==> src/rtl/reaction_pkg.sv <==
// Shared types and constants for the reaction timer.
// Time values are 14-bit milliseconds; the random delay offset is 10-bit.
package reaction_pkg;

  localparam int TIME_W           = 14;
  localparam int RAND_W           = 10;
  localparam int MIN_DELAY_MS_DEF = 1000;
  localparam int MAX_MS_DEF       = 9999;

  typedef enum logic [2:0] {
    HI_SCORE   = 3'b000,
    DELAYING   = 3'b001,
    TIMING     = 3'b010,
    DISPLAYING = 3'b011,
    GO_BUFFS   = 3'b100
  } state_e;

endpackage

==> src/rtl/reaction_ctrl_key_edge.sv <==
// Two-flop synchronizer plus falling-edge detector for an active-low key.
// press_p is a one-clk pulse derived only from flops.
module key_edge (
  input  logic clk,
  input  logic rst_n,
  input  logic key_n,
  output logic press_p
);

  logic s1_q, s1_d;
  logic s2_q, s2_d;
  logic prev_q, prev_d;

  always_comb begin
    s1_d   = key_n;
    s2_d   = s1_q;
    prev_d = s2_q;
  end

  always_ff @(posedge clk) begin
    if (!rst_n) begin
      s1_q   <= 1'b1;
      s2_q   <= 1'b1;
      prev_q <= 1'b1;
    end else begin
      s1_q   <= s1_d;
      s2_q   <= s2_d;
      prev_q <= prev_d;
    end
  end

  assign press_p = prev_q & ~s2_q;

endmodule

==> src/rtl/reaction_ctrl.sv <==
// Reaction-timer controller: random delay, reaction timing, high score.
// All outputs come straight from flops.
module reaction_ctrl
  import reaction_pkg::*;
#(
  parameter int MIN_DELAY_MS = MIN_DELAY_MS_DEF,
  parameter int MAX_MS       = MAX_MS_DEF
) (
  input  logic              clk,
  input  logic              rst_n,
  input  logic              tick_1ms,
  input  logic              start_n,
  input  logic              react_n,
  input  logic              buffs_sw,
  input  logic [RAND_W-1:0] rand_delay,
  output logic              lfsr_en,
  output logic [2:0]        state,
  output logic [TIME_W-1:0] react_ms,
  output logic [TIME_W-1:0] hi_score,
  output logic              new_hi,
  output logic              cheat
);

  localparam logic [TIME_W-1:0] MAX_T  = TIME_W'(MAX_MS);
  localparam logic [TIME_W-1:0] MAX_M1 = TIME_W'(MAX_MS - 1);
  localparam logic [TIME_W-1:0] MIN_T  = TIME_W'(MIN_DELAY_MS);
  localparam logic [TIME_W-1:0] ONE_T  = TIME_W'(1);

  logic start_p;
  logic react_p;

  key_edge u_start (
    .clk     (clk),
    .rst_n   (rst_n),
    .key_n   (start_n),
    .press_p (start_p)
  );

  key_edge u_react (
    .clk     (clk),
    .rst_n   (rst_n),
    .key_n   (react_n),
    .press_p (react_p)
  );

  state_e            state_q, state_d;
  logic [TIME_W-1:0] dly_q, dly_d;
  logic [TIME_W-1:0] react_q, react_d;
  logic [TIME_W-1:0] hi_q, hi_d;
  logic              new_hi_q, new_hi_d;
  logic              cheat_q, cheat_d;
  logic              lfsr_en_q, lfsr_en_d;
  logic [TIME_W-1:0] dly_load;

  assign dly_load = MIN_T + TIME_W'(rand_delay);

  always_comb begin
    state_d  = state_q;
    dly_d    = dly_q;
    react_d  = react_q;
    hi_d     = hi_q;
    cheat_d  = cheat_q;
    new_hi_d = 1'b0;
    if (buffs_sw) begin
      state_d = GO_BUFFS;
      dly_d   = '0;
    end else begin
      unique case (state_q)
        HI_SCORE: begin
          if (start_p) begin
            state_d = DELAYING;
            dly_d   = dly_load;
            react_d = '0;
            cheat_d = 1'b0;
          end
        end
        DELAYING: begin
          if (react_p) begin
            state_d = DISPLAYING;
            react_d = MAX_T;
            cheat_d = 1'b1;
          end else if (tick_1ms) begin
            if (dly_q <= ONE_T) begin
              state_d = TIMING;
              react_d = '0;
              dly_d   = '0;
            end else begin
              dly_d = dly_q - ONE_T;
            end
          end
        end
        TIMING: begin
          if (react_p) begin
            state_d = DISPLAYING;
          end else if (tick_1ms) begin
            // saturate at the timeout value and end the round there
            if (react_q >= MAX_M1) begin
              react_d = MAX_T;
              state_d = DISPLAYING;
            end else begin
              react_d = react_q + ONE_T;
            end
          end
        end
        DISPLAYING: begin
          if (react_p) begin
            state_d = HI_SCORE;
          end else if (start_p) begin
            state_d = DELAYING;
            dly_d   = dly_load;
            react_d = '0;
            cheat_d = 1'b0;
          end
        end
        GO_BUFFS: state_d = HI_SCORE;
        default:  state_d = HI_SCORE;
      endcase
      // score update lands on the edge that enters DISPLAYING
      if (state_d == DISPLAYING && state_q != DISPLAYING &&
          !cheat_d && react_d < hi_q) begin
        hi_d     = react_d;
        new_hi_d = 1'b1;
      end
    end
    lfsr_en_d = (state_d == HI_SCORE) || (state_d == DISPLAYING);
  end

  always_ff @(posedge clk) begin
    if (!rst_n) begin
      state_q   <= HI_SCORE;
      dly_q     <= '0;
      react_q   <= '0;
      hi_q      <= MAX_T;
      new_hi_q  <= 1'b0;
      cheat_q   <= 1'b0;
      lfsr_en_q <= 1'b1;
    end else begin
      state_q   <= state_d;
      dly_q     <= dly_d;
      react_q   <= react_d;
      hi_q      <= hi_d;
      new_hi_q  <= new_hi_d;
      cheat_q   <= cheat_d;
      lfsr_en_q <= lfsr_en_d;
    end
  end

  assign state    = state_q;
  assign react_ms = react_q;
  assign hi_score = hi_q;
  assign new_hi   = new_hi_q;
  assign cheat    = cheat_q;
  assign lfsr_en  = lfsr_en_q;

endmodule

==> config.mk <==
export PLATFORM = sky130hd
export DESIGN_NAME = reaction_ctrl
export DESIGN_NICKNAME = d
export VERILOG_FILES = /design/src/rtl/reaction_pkg.sv /design/src/rtl/reaction_ctrl_key_edge.sv /design/src/rtl/reaction_ctrl.sv
export SDC_FILE = /design/constraint.sdc
export NUM_CORES = 1
export LEC_CHECK = 0
export CELL_PAD_IN_SITES_DETAIL_PLACEMENT = 0
export CELL_PAD_IN_SITES_GLOBAL_PLACEMENT = 1
export CORE_UTILIZATION = 47
export CTS_CLUSTER_DIAMETER = 50
export CTS_CLUSTER_SIZE = 20
export DETAILED_ROUTE_END_ITERATION = 8
export DONT_BUFFER_PORTS = 1
export PLACE_DENSITY_LB_ADDON = 0.1
export SLEW_MARGIN = 5
export SYNTH_ARGS = -nofsm -noshare
export SYNTH_HDL_FRONTEND = slang
export SYNTH_SLANG_ARGS = --single-unit
==> constraint.sdc <==
create_clock -name clk -period 5.95 [get_ports clk]
set_clock_uncertainty 0.2 [all_clocks]
set_input_delay 0.8925 -clock clk [delete_from_list [all_inputs] [get_ports clk]]
set_output_delay 0.8925 -clock clk [all_outputs]
set_load 0.005 [all_outputs]
==> impl_summary.txt <==
----------------------------------------------------
[Clock network]
  CTS buffer count ... 5
  TritonCTS clock tree ... built
  Clock Root Buffer ... sky130_fd_sc_hd__clkbuf_8
  # resized after CTS ... 0
  Max H-tree Level ... 2
  Number of post-CTS setup repair buffers ... 0
  Number of buffers on the longest clock path ... 2
  Worst-skew pair later-pin latency ... 0.31 ns
  Num Clock Sinks ... 54
  Clock-pin slew on the worst setup and hold paths ... 0.10 ns
  Count of hold buffers inserted by post-cts repair ... 0

[Synth]
  Yosys Warn Count ... 0
  Ranking of synthesized cells by area ... sky130_fd_sc_hd__dfxtp_1, sky130_fd_sc_hd__ha_1, sky130_fd_sc_hd__a21oi_1
  Prevailing post-synth register cell ... sky130_fd_sc_hd__dfxtp_1
  Ys async rst share ... 0%
  Yosys cell types ... 61
  Post-synthesis net count ... 502
  Avg Cell Area, Syn ... 7.59 um2
  Share of the yosys chip area belonging to registers ... 30.4%
  Number of instances in the synthesized netlist ... 468
  Register bit count reported by yosys ... 54
  Share of the synthesized area in the top cell type ... 30.4%
  Number of enable flip-flop cells after synthesis ... 0
  Post-synth design cell area ... 3550 um2
  Cell taking the most area after synthesis ... sky130_fd_sc_hd__dfxtp_1

[Power]
  Leakage component of the power ... 1.37 nW
  Switching part of the total power ... 26.7%
  Share of total power in sequential cells ... 52.9%
  Total power per unit cell area ... 192 nW/um2
  Power spent charging and discharging nets ... 0.000192 W
  Proportion of power drawn by the clock network ... 34.9%
  Worst-case vdd ir drop ... 95.0 uV
  Gate power share ... 12.2%
  Internal Pwr Total ... 0.000527 W

[Detailed routing]
  Drt wl/cell ... 18.1 um
  Number of DRC markers in iteration 0 ... 266
  Routed Antenna Nets ... 0
  Routed vias/inst ... 6.33
  Residual DRC count ... 0
  Routed via count ... 3531
  Routed Wire Length ... 10100 um
  1st-pass router iterations ... 5

[Run]
  # Max-Cap Violations ... 0

[Die]
  Initial core utilization ... 48.7%
  Placement Rows ... 31
  Die ar. ... 7910 um2
  Floorplan Core Area ... 7290 um2
  Chip Height ... 88.9 um
  Count of pins on the block boundary ... 50
  Die width ... 88.9 um

[Layout]
  Fraction of layout cells with a size suffix above 1 ... 7.19%
  Area of combinational cells with multiple inputs ... 2260 um2
  Area Growth Syn to Fin ... 5.64%
  Most common cell after layout, fill and taps aside ... sky130_fd_sc_hd__dfxtp_1
  Area of all sequential standard cells ... 1080 um2
  Number of diodes ... 0
  Final net count ... 492
  Most frequent cells in the layout ... sky130_fd_sc_hd__dfxtp_1, sky130_fd_sc_hd__nor2_1, sky130_fd_sc_hd__a21oi_1, sky130_fd_sc_hd__nand2_1, sky130_fd_sc_hd__o21ai_0
  Fill cell instance count of the final layout ... 759
  Post-route cell area ... 3750 um2

[Hold path]
  Worst-case hold path end point ... u_react.prev_d
  Hold Path Depth ... 1
  HP Class ... register to register
  Start point of the worst hold path ... u_react.s1_q

[Setup path]
  Reg2reg setup slack ... 0.68 ns
  R2R Path End ... hi_score[6]
  Reg2Reg Depth ... 12
  Required time at the endpoint of the critical path ... 5.92 ns
  Launch instance of the worst register-to-register path ... state[0]
  CP max FO ... 16
  Arrival time worst endpoint ... 5.24 ns
  Endpoint kind of the worst setup timing path ... register
  Nature of the critical path startpoint ... register
  Type of the worst setup path ... register to register

[STA]
  Setup repair after global routing missed its margin ... false
  Hold violation count in the final report ... 0
  Worst Slack Setup Final ... 0.680 ns
  Actual transition at the worst max-transition pin ... 1.14 ns
  FMAX ... 0.190 GHz
  Setup-violating endpoint count in the final report ... 0
  Post-layout minimum cycle time ... 5.27 ns
  Final count of pins violating max slew ... 0
  Post-Route Hold Slack ... 0.216 ns
  Summed negative setup slack over all endpoints ... 0 ns
  Slew Limit Headroom ... 24.1%
  Final worst-path cycle share ... 88.6%

[Global routing]
  Vias in the first global route ... 3153
  Antenna violations before repair ... 0
  Largest net degree at the start of global routing ... 22
  Global-route usage over all layers ... 26.9%
  Global-route wire length before repair ... 16400 um
  Overflow left after global routing ... 0

[Placement]
  Worst slack at placement ... 0.766 ns
  Cell Area, Placed ... 3640 um2
  Placed wire-length estimate ... 7400 um
  Gpl congestion ... 0.870
  Number of buffers added on ports ... 0

[Status]
  Run status ... finished clean

----------------------------------------------------
==> through the flow <==
stage          std cells  util [%]  total power [W]
2_1_floorplan        468         -         0.000454
3_3_place_gp         550      49.9         0.000474
3_5_place_dp         550      49.9         0.000475
4_1_cts              558      51.5         0.000726
5_1_grt              558      51.5         0.000751
6_report             558      51.5         0.000719
==> power groups by stage <==
stage	Sequential, W	Combinational (W)	Clock, W
6_report	0.000381	0.0000874	0.000251
4_1_cts	0.000380	0.0000865	0.000259
3_3_place_gp	0.000389	0.0000857	0
5_1_grt	0.000383	0.0000969	0.000272
2_1_floorplan	0.000384	0.0000694	0
3_5_place_dp	0.000389	0.0000860	0
==> registers in the layout, indices dropped and copies added (netlist names) <==
name and flops:
u_start.prev_d 1, u_react.s1_q 1, react_ms 14, dly_q 14, u_start.s1_q 1, lfsr_en 1, new_hi 1, u_react.prev_q 1
u_start.prev_q 1, hi_score 14, cheat 1, state 3, u_react.prev_d 1
==> cells in the mapped netlist, types with 5 or more instances <==
| master | n |
|---|---|
| sky130_fd_sc_hd__or4_1 | 5 |
| sky130_fd_sc_hd__o211ai_1 | 5 |
| sky130_fd_sc_hd__nor3_1 | 15 |
| sky130_fd_sc_hd__nand2_1 | 33 |
| sky130_fd_sc_hd__a211oi_1 | 17 |
| sky130_fd_sc_hd__clkbuf_1 | 22 |
| sky130_fd_sc_hd__nor3_2 | 7 |
| sky130_fd_sc_hd__a31oi_1 | 5 |
| sky130_fd_sc_hd__nand3_1 | 16 |
| sky130_fd_sc_hd__nand2b_1 | 13 |
| sky130_fd_sc_hd__dfxtp_1 | 54 |
| sky130_fd_sc_hd__ha_1 | 18 |
| sky130_fd_sc_hd__inv_1 | 29 |
| sky130_fd_sc_hd__o21ai_1 | 9 |
| sky130_fd_sc_hd__nor2_1 | 50 |
| sky130_fd_sc_hd__o221ai_1 | 7 |
| sky130_fd_sc_hd__a21oi_1 | 41 |
| sky130_fd_sc_hd__o21ai_0 | 32 |
| sky130_fd_sc_hd__nand4_1 | 8 |
==> final cells by class <==
| type | count | area share, % |
|---|---|---|
| Multi-Input combinational cell | 358 | 60.2 |
| Inverter | 30 | 3.00 |
| Sequential cell | 54 | 28.8 |
| Timing Repair Buffer | 9 | 1.80 |
| Clock buffer | 6 | 1.93 |
| Tap cell | 99 | 3.30 |
| Clock inverter | 2 | 1.00 |
==> per-layer routing <==
metal  global-route usage (%)  vias to the layer above  wire [um]
met5                        0                        -          0
met4                     5.19                        0        126
met3                     5.91                       14        727
met2                     38.9                      118       4290
met1                     40.9                     1693       4980
li1                         -                     1706          -
==> critical path, stage by stage, from the launching register on <==
cell and delay, ns:
sky130_fd_sc_hd__dfxtp_1 0.63, sky130_fd_sc_hd__or3b_1 0.53, sky130_fd_sc_hd__nor2_1 0.81, sky130_fd_sc_hd__nor2_1 0.23
sky130_fd_sc_hd__a21oi_1 0.33, sky130_fd_sc_hd__ha_1 0.31, sky130_fd_sc_hd__nand4_1 0.18, sky130_fd_sc_hd__a21oi_1 0.08
sky130_fd_sc_hd__a211o_1 0.28, sky130_fd_sc_hd__a221o_1 0.36, sky130_fd_sc_hd__or4_1 0.84, sky130_fd_sc_hd__nor3_1 0.29
sky130_fd_sc_hd__a211oi_1 0.07
==> how the worst max path moves through the flow <==
stage,slack [ns],cells after the start,endpoint,startpoint
after detailed placement,0.77,12,hi_score[6],state[0]
after floorplan,1.31,16,hi_score[0],tick_1ms
after CTS,0.74,12,hi_score[6],state[0]
after global routing,0.33,12,hi_score[6],state[0]
final,0.68,12,hi_score[6],state[0]
after global placement,0.96,13,hi_score[6],dly_q[2]
==> kinds of logic (layout without fill, tap and decap cells) <==
| group | Yosys count | in the layout | synth area share [%] |
|---|---|---|---|
| multiplexers | 4 | 4 | 1.13 |
| XOR/XNOR | 6 | 6 | 1.48 |
| buffers and inverters | 56 | 47 | 6.20 |
| AND/OR/NAND/NOR | 177 | 177 | 27.0 |
| flip-flops | 54 | 54 | 30.4 |
| adder cells (fa/ha/maj) | 18 | 18 | 6.34 |
| AO/OA/AOI/OAI | 153 | 153 | 27.4 |
Note: power is estimated with default switching activity, not from simulation.
